### src/rtl/lift_req_queue.sv
// lift_req_queue
// Request-side producer for the lift controller FSM. Rising edges on the hall
// buttons become 3-bit request codes. A call whose lamp is already lit is
// dropped, so each code is in flight at most once. Accepted calls pass through
// a pending set and a lowest-index-first arbiter into a show-ahead FIFO. The
// FIFO head goes to the lift FSM on din/qEmpty.
//
// Ports
//   clk      : system clock, rising edge
//   rst      : synchronous reset, active-high
//   btn_up   : UP hall buttons (level), bit0..2 = floor1..3
//   btn_dn   : DOWN hall buttons (level), bit0..2 = floor2..4
//   done     : lift FSM idle / ready to take din
//   din      : head request code, 000 when empty
//   qEmpty   : FIFO empty
//   q_full   : FIFO full
//   q_count  : entries held
//   lamp     : call-registered lamps, bit order 1U,2U,3U,2D,3D,4D
//
// Request index i (0..5) follows the lamp bit order.
// Code map: 1U=001 2U=010 3U=011 2D=110 3D=111 4D=100
module lift_req_queue #(
  parameter int DEPTH = 8,
  parameter int AW    = 3
) (
  input  logic          clk,
  input  logic          rst,
  input  logic [2:0]    btn_up,
  input  logic [2:0]    btn_dn,
  input  logic          done,
  output logic [2:0]    din,
  output logic          qEmpty,
  output logic          q_full,
  output logic [AW:0]   q_count,
  output logic [5:0]    lamp
);

  localparam logic [AW:0]   CNT_ONE  = (AW+1)'(1);
  localparam logic [AW-1:0] PTR_ONE  = AW'(1);
  localparam logic [AW:0]   CNT_FULL = (AW+1)'(DEPTH);

  function automatic logic [2:0] idx2code(input logic [2:0] idx);
    logic [2:0] code;
    case (idx)
      3'd0:    code = 3'b001;
      3'd1:    code = 3'b010;
      3'd2:    code = 3'b011;
      3'd3:    code = 3'b110;
      3'd4:    code = 3'b111;
      3'd5:    code = 3'b100;
      default: code = 3'b000;
    endcase
    return code;
  endfunction

  function automatic logic [2:0] code2idx(input logic [2:0] code);
    logic [2:0] idx;
    case (code)
      3'b001:  idx = 3'd0;
      3'b010:  idx = 3'd1;
      3'b011:  idx = 3'd2;
      3'b110:  idx = 3'd3;
      3'b111:  idx = 3'd4;
      3'b100:  idx = 3'd5;
      default: idx = 3'd0;
    endcase
    return idx;
  endfunction

  logic [5:0]    btn_vec;
  logic [5:0]    btn_q;
  logic [5:0]    pending_q, pending_d;
  logic [5:0]    queued_q, queued_d;
  logic          arm_q, arm_d;
  logic [AW-1:0] wptr_q, wptr_d;
  logic [AW-1:0] rptr_q, rptr_d;
  logic [AW:0]   count_q, count_d;
  logic [2:0]    mem_q [DEPTH];

  logic [5:0]    press;
  logic          enq;
  logic          pop;
  logic [2:0]    enq_idx;
  logic [2:0]    head_code;

  assign btn_vec   = {btn_dn, btn_up};
  assign lamp      = pending_q | queued_q;
  assign qEmpty    = (count_q == '0);
  assign q_full    = (count_q == CNT_FULL);
  assign q_count   = count_q;
  assign head_code = mem_q[rptr_q];
  assign din       = qEmpty ? 3'b000 : head_code;

  // A lit lamp blocks a new press of the same call. This also covers a press
  // that lands in the same cycle as the pop of that code.
  assign press = btn_vec & ~btn_q & ~lamp;

  // Arm gives one pop per done-high interval. done stays high while the FSM
  // idles, so arm is only set again once done has dropped.
  assign pop = done & arm_q & ~qEmpty;
  assign enq = (pending_q != '0) & ~q_full;

  // Lowest-index pending bit wins. The loop runs downward so the lowest
  // set bit is the last assignment.
  always_comb begin
    enq_idx = 3'd0;
    for (int i = 5; i >= 0; i--) begin
      if (pending_q[i]) enq_idx = 3'(i);
    end
  end

  always_comb begin
    pending_d = pending_q;
    queued_d  = queued_q;
    wptr_d    = wptr_q;
    rptr_d    = rptr_q;
    count_d   = count_q;
    arm_d     = arm_q;

    // A pending and a queued copy of one code never coexist, so the enqueue
    // index and the popped index always differ.
    if (pop) begin
      queued_d[code2idx(head_code)] = 1'b0;
      rptr_d = rptr_q + PTR_ONE;
      arm_d  = 1'b0;
    end else if (!done) begin
      arm_d = 1'b1;
    end

    if (enq) begin
      pending_d[enq_idx] = 1'b0;
      queued_d[enq_idx]  = 1'b1;
      wptr_d = wptr_q + PTR_ONE;
    end

    pending_d = pending_d | press;

    case ({enq, pop})
      2'b10:   count_d = count_q + CNT_ONE;
      2'b01:   count_d = count_q - CNT_ONE;
      default: count_d = count_q;
    endcase
  end

  always_ff @(posedge clk) begin
    btn_q <= btn_vec;
    if (rst) begin
      pending_q <= '0;
      queued_q  <= '0;
      arm_q     <= 1'b1;
      wptr_q    <= '0;
      rptr_q    <= '0;
      count_q   <= '0;
    end else begin
      pending_q <= pending_d;
      queued_q  <= queued_d;
      arm_q     <= arm_d;
      wptr_q    <= wptr_d;
      rptr_q    <= rptr_d;
      count_q   <= count_d;
    end
  end

  // Storage needs no reset. Entries are only visible through count.
  always_ff @(posedge clk) begin
    if (!rst && enq) mem_q[wptr_q] <= idx2code(enq_idx);
  end

endmodule

### config.mk
export PLATFORM = sky130hd
export DESIGN_NAME = lift_req_queue
export DESIGN_NICKNAME = d
export VERILOG_FILES = /design/src/rtl/lift_req_queue.sv
export SDC_FILE = /design/constraint.sdc
export NUM_CORES = 1
export LEC_CHECK = 0
export CORE_MARGIN = 2
export CORE_UTILIZATION = 50
export CTS_CLUSTER_DIAMETER = 200
export DETAILED_ROUTE_END_ITERATION = 8
export HOLD_SLACK_MARGIN = 0.03
export PLACE_DENSITY = 0.74
export SLEW_MARGIN = 30
export SYNTH_ARGS = -nofsm -noshare
export SYNTH_HDL_FRONTEND = slang
export SYNTH_SLANG_ARGS = --single-unit
### constraint.sdc
create_clock -name clk -period 2.3 [get_ports clk]
set_input_delay 0.46 -clock clk [delete_from_list [all_inputs] [get_ports clk]]
set_output_delay 0.46 -clock clk [all_outputs]
set_load 0.03 [all_outputs]
==> impl_metrics.ini <==
[run_status]
outcome = finished clean

[yosys]
synth_area_um2 = 2380
ys_ff_latch = 56
synth_ff_type = dfxtp_1
synth_nets = 221
synthArstFlopShare_pct = 0
synth_area_leaders = edfxtp_1 (30%), dfxtp_1 (27%), nor2_1 (4.1%), mux4_2 (3.8%), a21oi_1 (3.6%)
syn_avg_cell_area_um2 = 11.6
synth.yosys.seq_area_share_pct = 57.2
synth_top_area_cell = edfxtp_1
synth_top_area_share_pct = 30.3
yosys_warnings = 0
synth_cell_types = 45
synth_edf_count = 24
syn_inst = 206

[route]
ant_nets = 0
wl_met3_um = 117
highest-signal-layer = met4
wirelength_um = 4700
viasPerCell = 5.33
dr.pass1.iters = 4
drc = 0
wl_per_cell_um = 15.3
first_iter_violations = 87
num_vias = 1642
wl_met1_um = 2080
wl_met2_um = 2470

[grt]
grt_usage_pct = 19.3
grt-ovfl-total = 0
grt_max_degree = 24
grt_pass1_wl_um = 7580
grt_pass1_vias = 1569
antenna_found_initial = 0

[setup_path]
ff2ff_path_depth = 10
crit_fanout = 4
cp-end-kind = primary output
critPathArrivalTime_ns = 1.82
crit_type = flip-flop to primary output
cp-start-kind = flip-flop
required_ns = 1.84

[final_layout]
register_area_um2 = 1380
drive_gt1_share_pct = 26.0
fillers = 369
final_util_pct = 64.6
multi_input_area_um2 = 1030
syn2layout_area_growth_pct = 26.4
fin_nets = 268
diodes = 0

[clock_network]
cts_num_sinks = 56
holdBufCountCts = 0
clockBufferDepth = 2
clk_latency_ns = 0.31
clock-root-buffer = clkbuf_8
numCtsBuffers = 5
clk_pin_slew_ns = 0.10
htreeDepth = 2
cts_tree = done

[pwr]
peakVddDrop_mv = 0.774
power_uw = 3420
p_leak_uw = 0.00113
powerDensity_nw_per_um2 = 1140

[timing]
period_share_pct = 99.1
fmax_mhz = 439
tightest_slew_ns = 0.630
max-slew-margin-rel_pct = 58.0
slew_viol_final = 0
rsz0062_at_grt = true
tns_ns = 0
final.min_clock_period_ns = 2.28
setup_violations = 0
hold_ws_ns = 0.475
hold_viol = 0
clock_skew_ns = 0.00460

[hold_path]
holdPathStages = 2
min_path_type = flip-flop to flip-flop

[die]
die_h_um = 73.0
initial_core_util_pct = 51.1
rows = 25
core_um2 = 4660
die_x_um = 73.0
dieArea_um2 = 5330
num_io_pins = 24

[run]
maxCapViolations = 0

[placed_design]
dp.final_hpwl_um = 3500
finalWeightedCongestion = 0.788
port_buffers = 23
sequential cells by signal, indices dropped and copies added (netlist names), named ones only:
name / cells
btn_q: 6
wptr_q: 3
pending_q: 6
arm_q: 1
rptr_q: 3
mem_q: 24
queued_q: 6
q_count: 4
logic make-up after synthesis:
kind of cell	count (synthesis)	share of synthesized area, %
buffers and inverters	17	2.99
AO/OA/AOI/OAI	31	7.57
multiplexers	12	7.57
adder cells (fa/ha/maj)	6	3.47
XOR/XNOR	6	2.21
flip-flops	56	57.2
AND/OR/NAND/NOR	78	19.0
cell usage after synthesis (2+ instances only):
cell and n:
dfxtp_1 32, nor2_1 26, edfxtp_1 24, a21oi_1 17, nand2_1 9, inv_1 7
clkbuf_1 6, mux2i_1 6, ha_1 5, nor2b_1 5, or2_2 5, mux4_2 4
nand2b_1 4, nand3b_1 4, nor3b_1 4, nor4b_1 4, o21ai_1 4, xor2_1 4
nor3_1 3, nor4_1 3, mux2_4 2, nand3_1 2, o21ai_0 2, o31ai_1 2
xnor2_1 2
power breakdown:
| part | switching, uW | internal, uW | total, uW |
|---|---|---|---|
| logic | 812 | 738 | 1550 |
| clock network | 322 | 219 | 541 |
| registers | 132 | 1200 | 1330 |
worst max-delay path: stages (launching register included):
cell and delay (ns):
dfxtp_4 0.39, buf_6 0.11, mux4_2 0.47, mux2_4 0.29
nor2b_4 0.13, buf_6 0.13
cell type report:
cell class | count | share of cell area [%]
Timing Repair Buffer | 48 | 13.7
Clock inverter | 3 | 0.748
Sequential cell | 56 | 45.8
Clock buffer | 5 | 2.29
Multi-Input combinational cell | 133 | 34.1
Tap cell | 54 | 2.24
Inverter | 9 | 1.16
placed cells by master, fill, tap and decap left out, drive strengths merged, types with 2 or more instances in the layout:
| cell | count |
|---|---|
| a21oi | 17 |
| buf | 28 |
| clkbuf | 5 |
| clkdlybuf4s50 | 18 |
| clkinv | 3 |
| dfxtp | 32 |
| dlygate4sd2 | 2 |
| edfxtp | 24 |
| ha | 5 |
| inv | 9 |
| mux2 | 2 |
| mux2i | 6 |
| mux4 | 4 |
| nand2 | 9 |
| nand2b | 5 |
| nand3 | 2 |
| nand3b | 4 |
| nor2 | 26 |
| nor2b | 5 |
| nor3 | 3 |
| nor3b | 4 |
| nor4 | 4 |
| nor4b | 5 |
| o21ai | 6 |
| o31ai | 2 |
| or2 | 6 |
| xnor2 | 2 |
| xor2 | 4 |
metrics by stage:
stage	instances	instance area, um2	setup WS, ns
global route	308	3010	-0.0528
CTS	306	2970	-0.0814
floorplan	206	2450	-0.111
global placement	298	2890	-0.130
finish	308	3010	0.0204
detailed placement	298	2890	-0.186
routing by layer:
metal / GRT usage, % / vias up
li1: - / 838
met4: 5.56 / 0
met3: 4.14 / 5
met5: 0 / -
met1: 24.5 / 781
met2: 33.1 / 18
final timing paths:
path | from | to | slack [ns]
hold reg to reg | queued_q[0] | queued_q[0] | 0.47
hold / removal | queued_q[0] | queued_q[0] | 0.47
setup / recovery | flip-flop | din[2] | 0.02
setup reg to reg | q_count[2] | q_count[3] | 0.13
timing repair:
item	in CTS	in global routing
endpoints found under the setup margin	5	3
buffers inserted	0	2
gates resized for setup	12	9
No activity file was read; power rests on OpenSTA's default activity.
